[src/rtl/dmem_bus_arbiter.sv]
// Two-master arbiter for the data RAM / I-O bus: CPU MEM stage (A) has fixed
// priority, and a burst counter forces a debug-master (B) turn so B never starves.
module dmem_bus_arbiter #(
  parameter int AW        = 32,
  parameter int DW        = 32,
  parameter int BURST_MAX = 4
) (
  input  logic          clk,
  input  logic          clr,
  input  logic          a_req,
  input  logic          a_we,
  input  logic [AW-1:0] a_addr,
  input  logic [DW-1:0] a_wdata,
  output logic          a_gnt,
  output logic          a_stall,
  output logic          a_rvalid,
  output logic [DW-1:0] a_rdata,
  input  logic          b_req,
  input  logic          b_we,
  input  logic [AW-1:0] b_addr,
  input  logic [DW-1:0] b_wdata,
  output logic          b_gnt,
  output logic          b_rvalid,
  output logic [DW-1:0] b_rdata,
  output logic          mem_we,
  output logic [AW-1:0] mem_addr,
  output logic [DW-1:0] mem_wdata,
  input  logic [DW-1:0] mem_rdata
);

  typedef enum logic {A_PRI, B_TURN} state_t;

  localparam logic [3:0] BMAX = 4'(BURST_MAX);

  state_t     state;
  state_t     st_eff;
  logic [3:0] cnt;
  logic [3:0] cnt_eff;
  logic [3:0] cnt_nxt;
  logic       a_vld_p1;
  logic       b_vld_p1;

  function automatic logic [3:0] sat_inc(input logic [3:0] v);
    return (v >= BMAX) ? BMAX : v + 4'd1;
  endfunction

  // Stage p0: combinational grant and bus mux. While clr is high the grant
  // logic already sees the post-reset state so the clr cycle behaves like A_PRI.
  always_comb begin
    st_eff  = clr ? A_PRI : state;
    cnt_eff = clr ? 4'd0 : cnt;
    a_gnt   = 1'b0;
    b_gnt   = 1'b0;
    if (st_eff == B_TURN) begin
      b_gnt = b_req;
      a_gnt = a_req & ~b_req;
    end else begin
      a_gnt = a_req;
      b_gnt = b_req & ~a_req;
    end
    cnt_nxt = (a_gnt && b_req) ? sat_inc(cnt_eff) : 4'd0;
  end

  always_comb begin
    mem_we    = (a_gnt & a_we) | (b_gnt & b_we);
    mem_addr  = '0;
    mem_wdata = '0;
    if (a_gnt) begin
      mem_addr  = a_addr;
      mem_wdata = a_wdata;
    end else if (b_gnt) begin
      mem_addr  = b_addr;
      mem_wdata = b_wdata;
    end
  end

  assign a_stall = a_req & ~a_gnt;

  // Stage p1: arbitration state and read-valid, one cycle behind the grant.
  always_ff @(posedge clk) begin
    if (clr) begin
      state    <= A_PRI;
      cnt      <= 4'd0;
      a_vld_p1 <= 1'b0;
      b_vld_p1 <= 1'b0;
    end else begin
      a_vld_p1 <= a_gnt & ~a_we;
      b_vld_p1 <= b_gnt & ~b_we;
      case (state)
        A_PRI: begin
          cnt   <= cnt_nxt;
          state <= (cnt_nxt == BMAX) ? B_TURN : A_PRI;
        end
        default: begin
          cnt   <= 4'd0;
          state <= A_PRI;
        end
      endcase
    end
  end

  assign a_rvalid = a_vld_p1;
  assign b_rvalid = b_vld_p1;
  assign a_rdata  = mem_rdata;
  assign b_rdata  = mem_rdata;

endmodule
[config.mk]
export PLATFORM = sky130hd
export DESIGN_NAME = dmem_bus_arbiter
export DESIGN_NICKNAME = d
export VERILOG_FILES = /design/src/rtl/dmem_bus_arbiter.sv
export SDC_FILE = /design/constraint.sdc
export NUM_CORES = 1
export LEC_CHECK = 0
export ABC_CLOCK_PERIOD_IN_PS = 1500
export CAP_MARGIN = 30
export CORE_AREA = 2 2 117 119
export DETAILED_ROUTE_END_ITERATION = 16
export DIE_AREA = 0 0 119 121
export HOLD_SLACK_MARGIN = 0.05
export PLACE_DENSITY = 0.56
export SLEW_MARGIN = 10
export SYNTH_ARGS = -nofsm -noshare
export SYNTH_HDL_FRONTEND = slang
export SYNTH_SLANG_ARGS = --single-unit
export TNS_END_PERCENT = 1
[constraint.sdc]
create_clock -name clk -period 1.5 [get_ports clk]
set_input_delay 0.225 -clock clk [delete_from_list [all_inputs] [get_ports clk]]
set_output_delay 0.225 -clock clk [all_outputs]
set_load 0.02 [all_outputs]
==> impl_metrics.toml, run 1 <==
[yosys]
syn-cell-area_sq_mm = 0.00144
yosys-top-cells-area = "a22o_1 (39%), buf_4 (35%), dfxtp_1 (9.7%), buf_6 (3.1%), buf_2 (2.1%)"
avgSynthCellArea_sq_um = 8.54
synth_top_cell_by_area = "a22o_1"
syn-instance-count = 169
ys_seq_area_share_pct = 9.71
yosysUniqueCellTypes = 21
synth-seq-cells = 7
syn_nets = 336
synth_top_area_share_pct = 39.4
yosys_warnings = 0

[drt]
drcViolationCount = 0
post_drt_wl_per_cell_um = 17.2
drt-pass1-iter-count = 4
ant_nets = 0
drtIter0Drc = 32
num_vias = 1916
via_per_inst = 3.86
finalWirelength_mm = 8.53

[pwr]
seq_power_share_pct = 10.6
power-per-cell-area_mw_per_mm2 = 521
p_clk_share_pct = 24.5
internal-power_mw = 1.27
p_leak_nw = 1.49
power.switching_fraction_pct = 31.0
power_frac_comb_pct = 64.8
p_switching_uw = 571
vdd_drop_max_uv = 377
design_power_total_mw = 1.84

[clock_tree]
cts-root-buf = "clkbuf_16"
cts_buffer_depth = 2
ctsHtreeMaxLevel = 1
path_clk_slew_ns = 0.04
worstSkewPairLatency_ns = 0.23
hold_buffers = 0
cts_tree = "yes"
numCtsBuffers = 3
cts.sinks = 7

[global_route]
antenna_found_initial = 0
grt_pass1_wl_mm = 12.0
grt-ovfl-total = 0
grt.total_usage_pct = 11.0
grt_pass1_vias = 2029
grt_max_degree = 25

[final_layout]
fill_cells = 1391
final_util_pct = 27.0
antenna_cells = 0
register_area_sq_um = 141
nNetsFinal = 488
drive_gt1_share_pct = 31.3
syn2layout_area_growth_pct = 145
final_area_sq_mm = 0.00354
multiInputGateArea_sq_um = 739

[worst_setup_path]
path_cells = "nand2b_4 > o21a_4 > buf_12 > buf_16 > a22o_1 > buf_6"
cp_data_arrival_time_ns = 1.53
cp-start-kind = "flop"
crit_fanout = 9
crit_path_max_incr_delay_ns = 0.35
crit_buf_inv = 3
end_kind = "primary output"
critPathKind = "reg2out"
crit_family = "compound AO/OA/AOI/OAI gates"
slowest_stage = "dfxtp_2"
required_ns = 1.27

[sta]
slew_viol_final = 0
fmax_ghz = 0.569
setup-tns-final_ns = -12.00
min_period_ns = 1.76
timing.final.crit_share_pct = 117
hold_viol_final = 0
rsz0062_at_grt = "true"
fin_ws_ns = -0.257
setup_violations = 65
clock_skew_ns = 0.00241

[placed_design]
placed_area_sq_mm = 0.00324
dp_hpwl_mm = 6.54
gp_congestion = 0.700
io_buffers = 203

[job]
maxCapViolations = 0

[die]
fp-row-count = 42
fp.dieW_um = 119
initial_core_util_pct = 11.0
dieArea_sq_mm = 0.0144
die_h_um = 121
fp.coreArea_sq_mm = 0.0131
ios = 300

[outcome]
status = "complete, but fails checks"
violations = "negative setup slack"

[hold_path]
hold_path_class = "reg2reg"
[synthesized netlist by cell type (all sizes together)]
cell,number
a21boi,1
a21oi,1
a22o,65
and3,1
and4b,1
and4bb,1
buf,78
conb,1
dfxtp,7
ha,1
inv,1
nand2,1
nand2b,1
nand3b,1
nor2,2
nor2b,2
nor3b,2
o21a,1
o31a,1
[metrics by stage]
step	instances	setup WS, ns	hold WS (ns)
2_1_floorplan	169	0.109	0.300
3_3_place_gp	482	-0.802	0.393
3_5_place_dp	482	-0.810	0.403
4_1_cts	497	-0.318	0.408
5_1_grt	496	-0.294	0.424
6_report	496	-0.257	0.406
[cell type report]
| type | count | area share, % |
|---|---|---|
| Timing Repair Buffer | 225 | 66.5 |
| Multi-Input combinational cell | 83 | 20.9 |
| Tap cell | 176 | 6.23 |
| Sequential cell | 7 | 4.00 |
| Clock buffer | 4 | 2.23 |
| Inverter | 1 | 0.106 |
[worst register-to-register path, cell delays in order, from the launching register on]
cell      delay, ns
dfxtp_2        0.35
nand2b_4       0.07
a21oi_4        0.17
buf_6          0.14
buf_16         0.17
nor3b_1        0.21
[routing by layer]
layer	track usage [%]	wire, um
met1	10.2	2830
met2	23.4	4760
met4	1.49	35
met3	3.24	901
met5	0	0
[cell usage in the layout, fill, tap and decap left out]
cell             Yosys  layout
clkdlybuf4s50_1      0     132
a22o_1              65      63
buf_6                4      59
buf_4               68      15
buf_2                6       7
dfxtp_1              7       6
buf_12               0       5
clkbuf_16            0       3
buf_16               0       3
dlygate4sd2_1        0       3
a22o_4               0       2
nor2b_1              2       2
nor2_1               2       2
nor3b_1              2       2
inv_2                0       1
nand2b_4             1       1
o21a_4               1       1
a21oi_4              0       1
and4b_1              1       1
and4bb_2             1       1
o31a_1               1       1
and3_1               1       1
nand2_1              1       1
nand3b_1             1       1
a21boi_0             1       1
ha_1                 1       1
clkbuf_1             0       1
conb_1               1       1
clkdlybuf4s15_1      0       1
dfxtp_2              0       1
[state kept, by name, summed over array words and instances (netlist names)]
| signal | cells |
|---|---|
| cnt | 4 |
| state | 1 |
| a_rvalid | 1 |
| b_rvalid | 1 |
[worst paths after layout]
check,to,startpoint,slack [ns],cells after the start
hold reg to reg,cnt[0]$_SDFF_PP0_,cnt[0]$_SDFF_PP0_,0.41,1
setup reg to reg,b_rvalid$_SDFF_PP0_,state$_SDFF_PP0_,0.30,5
hold / removal,cnt[0]$_SDFF_PP0_,cnt[0]$_SDFF_PP0_,0.41,1
setup / recovery,mem_addr[17],state$_SDFF_PP0_,-0.26,6
[power by group through the flow]
| stage | logic (mW) | registers, mW | clock network, mW |
|---|---|---|---|
| after floorplan | 0.653 | 0.200 | 0 |
| after global routing | 1.25 | 0.197 | 0.475 |
| final | 1.20 | 0.196 | 0.452 |
| after detailed placement | 1.10 | 0.199 | 0 |
| after CTS | 1.08 | 0.196 | 0.460 |
| after global placement | 1.09 | 0.199 | 0 |
[cell families (layout without fill, tap and decap cells)]
family	after synthesis	count (layout)	synth area share (%)
simple gates	12	12	6.15
other cells	1	1	0.260
fa+ha+maj	1	1	0.866
flops	7	7	9.71
buf+inv	79	230	40.8
compound gates	69	69	42.2
[timing repair]
item,CTS,global route
gates resized for setup,288,104
endpoints found under the hold margin,0,0
pin swaps,11,35
endpoints found under the setup margin,68,67
cloned,5,0
buffers inserted,6,3
No activity file was read; power rests on OpenSTA's default activity.
==> run 2: changes to the inputs <==
Settings changed: CTS_CLUSTER_DIAMETER set to 200.
==> results of run 2 <==
No change in the layout: final DEF, timing and power equal those of run 1.
==> run 3: changes to the inputs <==
Settings changed: ABC_CLOCK_PERIOD_IN_PS 1500 to 1550, PLACE_DENSITY 0.56 to 0.58.
Clock period 1.5 ns to 1.55 ns, I/O delays scaled along.
==> run 3 against run 2 <==
  * The run still ends with negative setup slack left
  * First-iteration DRC count increased by 53%
  * Clock power decreased by 3%
  * Non-clock buffer count decreased by 2
  * Sequential cell count unchanged
  * Design area increased by 0.42%
  * Count of clock-buffer cells in the layout unchanged
  * Via count decreased by 0.52%
  * Critical endpoint is now mem_addr[15]
==> impl_metrics.toml, run 3 (synthesis gave the netlist of run 1 again) <==
[job]
maxCapViolations = 0

[sta]
fin_ws_ns = -0.219
hold_viol_final = 0
timing.final.crit_share_pct = 114
setup-tns-final_ns = -12.66
clock_skew_ns = 0.00138
hold-worst-slack_ns = 0.423
rsz0062_at_grt = "true"
min_period_ns = 1.77
setup_violations = 67
slew_viol_final = 0
fmax_ghz = 0.565

[worst_setup_path]
required_ns = 1.32
path_cells = "nand2b_4 > buf_6 > a21oi_4 > buf_6 > buf_12 > a22o_1 > buf_6"
cp_data_arrival_time_ns = 1.54
crit_path_max_incr_delay_ns = 0.35
r2r-start = "state$_SDFF_PP0_"
cp-start-kind = "flop"
worst_path_most_repeated_cell = "buf_6"
timing.rr.end = "b_rvalid$_SDFF_PP0_"
crit_fanout = 16
end_kind = "primary output"
r2r.worst_path.cells = 6
critPathKind = "reg2out"
slowest_stage = "dfxtp_2"
r2r_slack_ns = 0.28

[placed_design]
detailedPlace.worstSlack_ns = -0.759
dp_hpwl_mm = 6.45
placed_cells = 479
gp_congestion = 0.754
io_buffers = 203

[final_layout]
fin_cells = 494
final_common_cell = "clkdlybuf4s50_1"
nNetsFinal = 486
fill_cells = 1397
syn2layout_area_growth_pct = 146
largest_reg_flops = 4
largest-register = "cnt"
mostFrequentLayoutCells = "clkdlybuf4s50_1 (132), a22o_1 (65), buf_6 (54), buf_4 (21)"
drive_gt1_share_pct = 30.2
antenna_cells = 0

[clock_tree]
cts.sinks = 7
cts-root-buf = "clkbuf_16"
cts_tree = "yes"
cts_buffer_depth = 2
ctsHtreeMaxLevel = 1
path_clk_slew_ns = 0.04
numCtsBuffers = 3
worstSkewPairLatency_ns = 0.23

[die]
dieArea_sq_mm = 0.0144
ios = 300
die_h_um = 121
fp.dieW_um = 119
initial_core_util_pct = 11.0
fp.coreArea_sq_mm = 0.0131
fp-row-count = 42

[pwr]
vdd_drop_max_uv = 368
p_clk_share_pct = 24.5
p_switching_uw = 551
seq_power_share_pct = 10.6
internal-power_mw = 1.24
p_leak_nw = 1.49
power-per-cell-area_mw_per_mm2 = 504
power.switching_fraction_pct = 30.8
design_power_total_mw = 1.79
power_frac_comb_pct = 65.0

[global_route]
antenna_found_initial = 0
grt_pass1_vias = 2054
grt_max_degree = 19
grt-ovfl-total = 0
grt_pass1_wl_mm = 12.2
grt.total_usage_pct = 11.2

[drt]
drcViolationCount = 0
drtIter0Drc = 49
drt-pass1-iter-count = 4
num_vias = 1906
ant_nets = 0
post_drt_wl_per_cell_um = 17.5
via_per_inst = 3.86
finalWirelength_mm = 8.65

[outcome]
violations = "negative setup slack"
status = "complete, but fails checks"

[hold_path]
whs_endpoint = "cnt[0]$_SDFF_PP0_"
holdCritStartpoint = "cnt[0]$_SDFF_PP0_"
hold_depth = 1
hold_path_class = "reg2reg"
-- run 3: power by group through the flow --
stage / clock, mW / sequential (mW) / combinational (mW)
detailed placement: 0 / 0.192 / 1.05
floorplan: 0 / 0.194 / 0.632
global route: 0.467 / 0.190 / 1.22
global placement: 0 / 0.192 / 1.05
CTS: 0.442 / 0.190 / 1.16
finish: 0.438 / 0.190 / 1.16
-- run 3: cell type report --
cell class,count,area (sq um),share of cell area [%]
well taps,176,220,6.20
inverters,1,3.75,0.106
clock buffers,4,78.8,2.22
multi-input cells,83,722,20.3
repair buffers,223,2380,67.2
flip-flops and latches,7,141,3.98
-- run 3: worst max-delay path by stage --
stage	endpoint	start
floorplan	mem_addr[15]	state$_SDFF_PP0_
finish	mem_addr[15]	state$_SDFF_PP0_
global route	mem_addr[15]	state$_SDFF_PP0_
detailed placement	mem_wdata[2]	clr
CTS	mem_wdata[20]	state$_SDFF_PP0_
global placement	mem_wdata[1]	clr
-- run 3: layer usage --
metal / wire, um / global-route usage [%] / up-vias
li1: - / - / 871
met1: 3160 / 12.1 / 882
met2: 4530 / 20.9 / 136
met3: 781 / 3.43 / 17
met4: 181 / 3.05 / 0
met5: 0 / 0 / -
-- run 3: critical path: cells and delay by family, from the launching register on --
family                 cells  cell delay, ns
buffers and inverters      4            0.54
AOI/OAI and AO/OA          2            0.33
DFF                        1            0.35
and+or+nand+nor            1            0.06
-- run 3: timing repair --
item                                    in CTS  in global routing
hold buffers                                 0                  0
cloned                                       5                  0
setup buffers                                6                  0
pin swaps                                   38                 13
endpoints found under the setup margin      68                 67
gates resized for setup                    393                  7
-- run 3: stage by stage --
stage	util (%)	instance area, sq um
CTS	26.9	3530
detailed placement	24.7	3240
global route	27.1	3550
floorplan	-	1440
global placement	24.7	3240
finish	27.1	3550
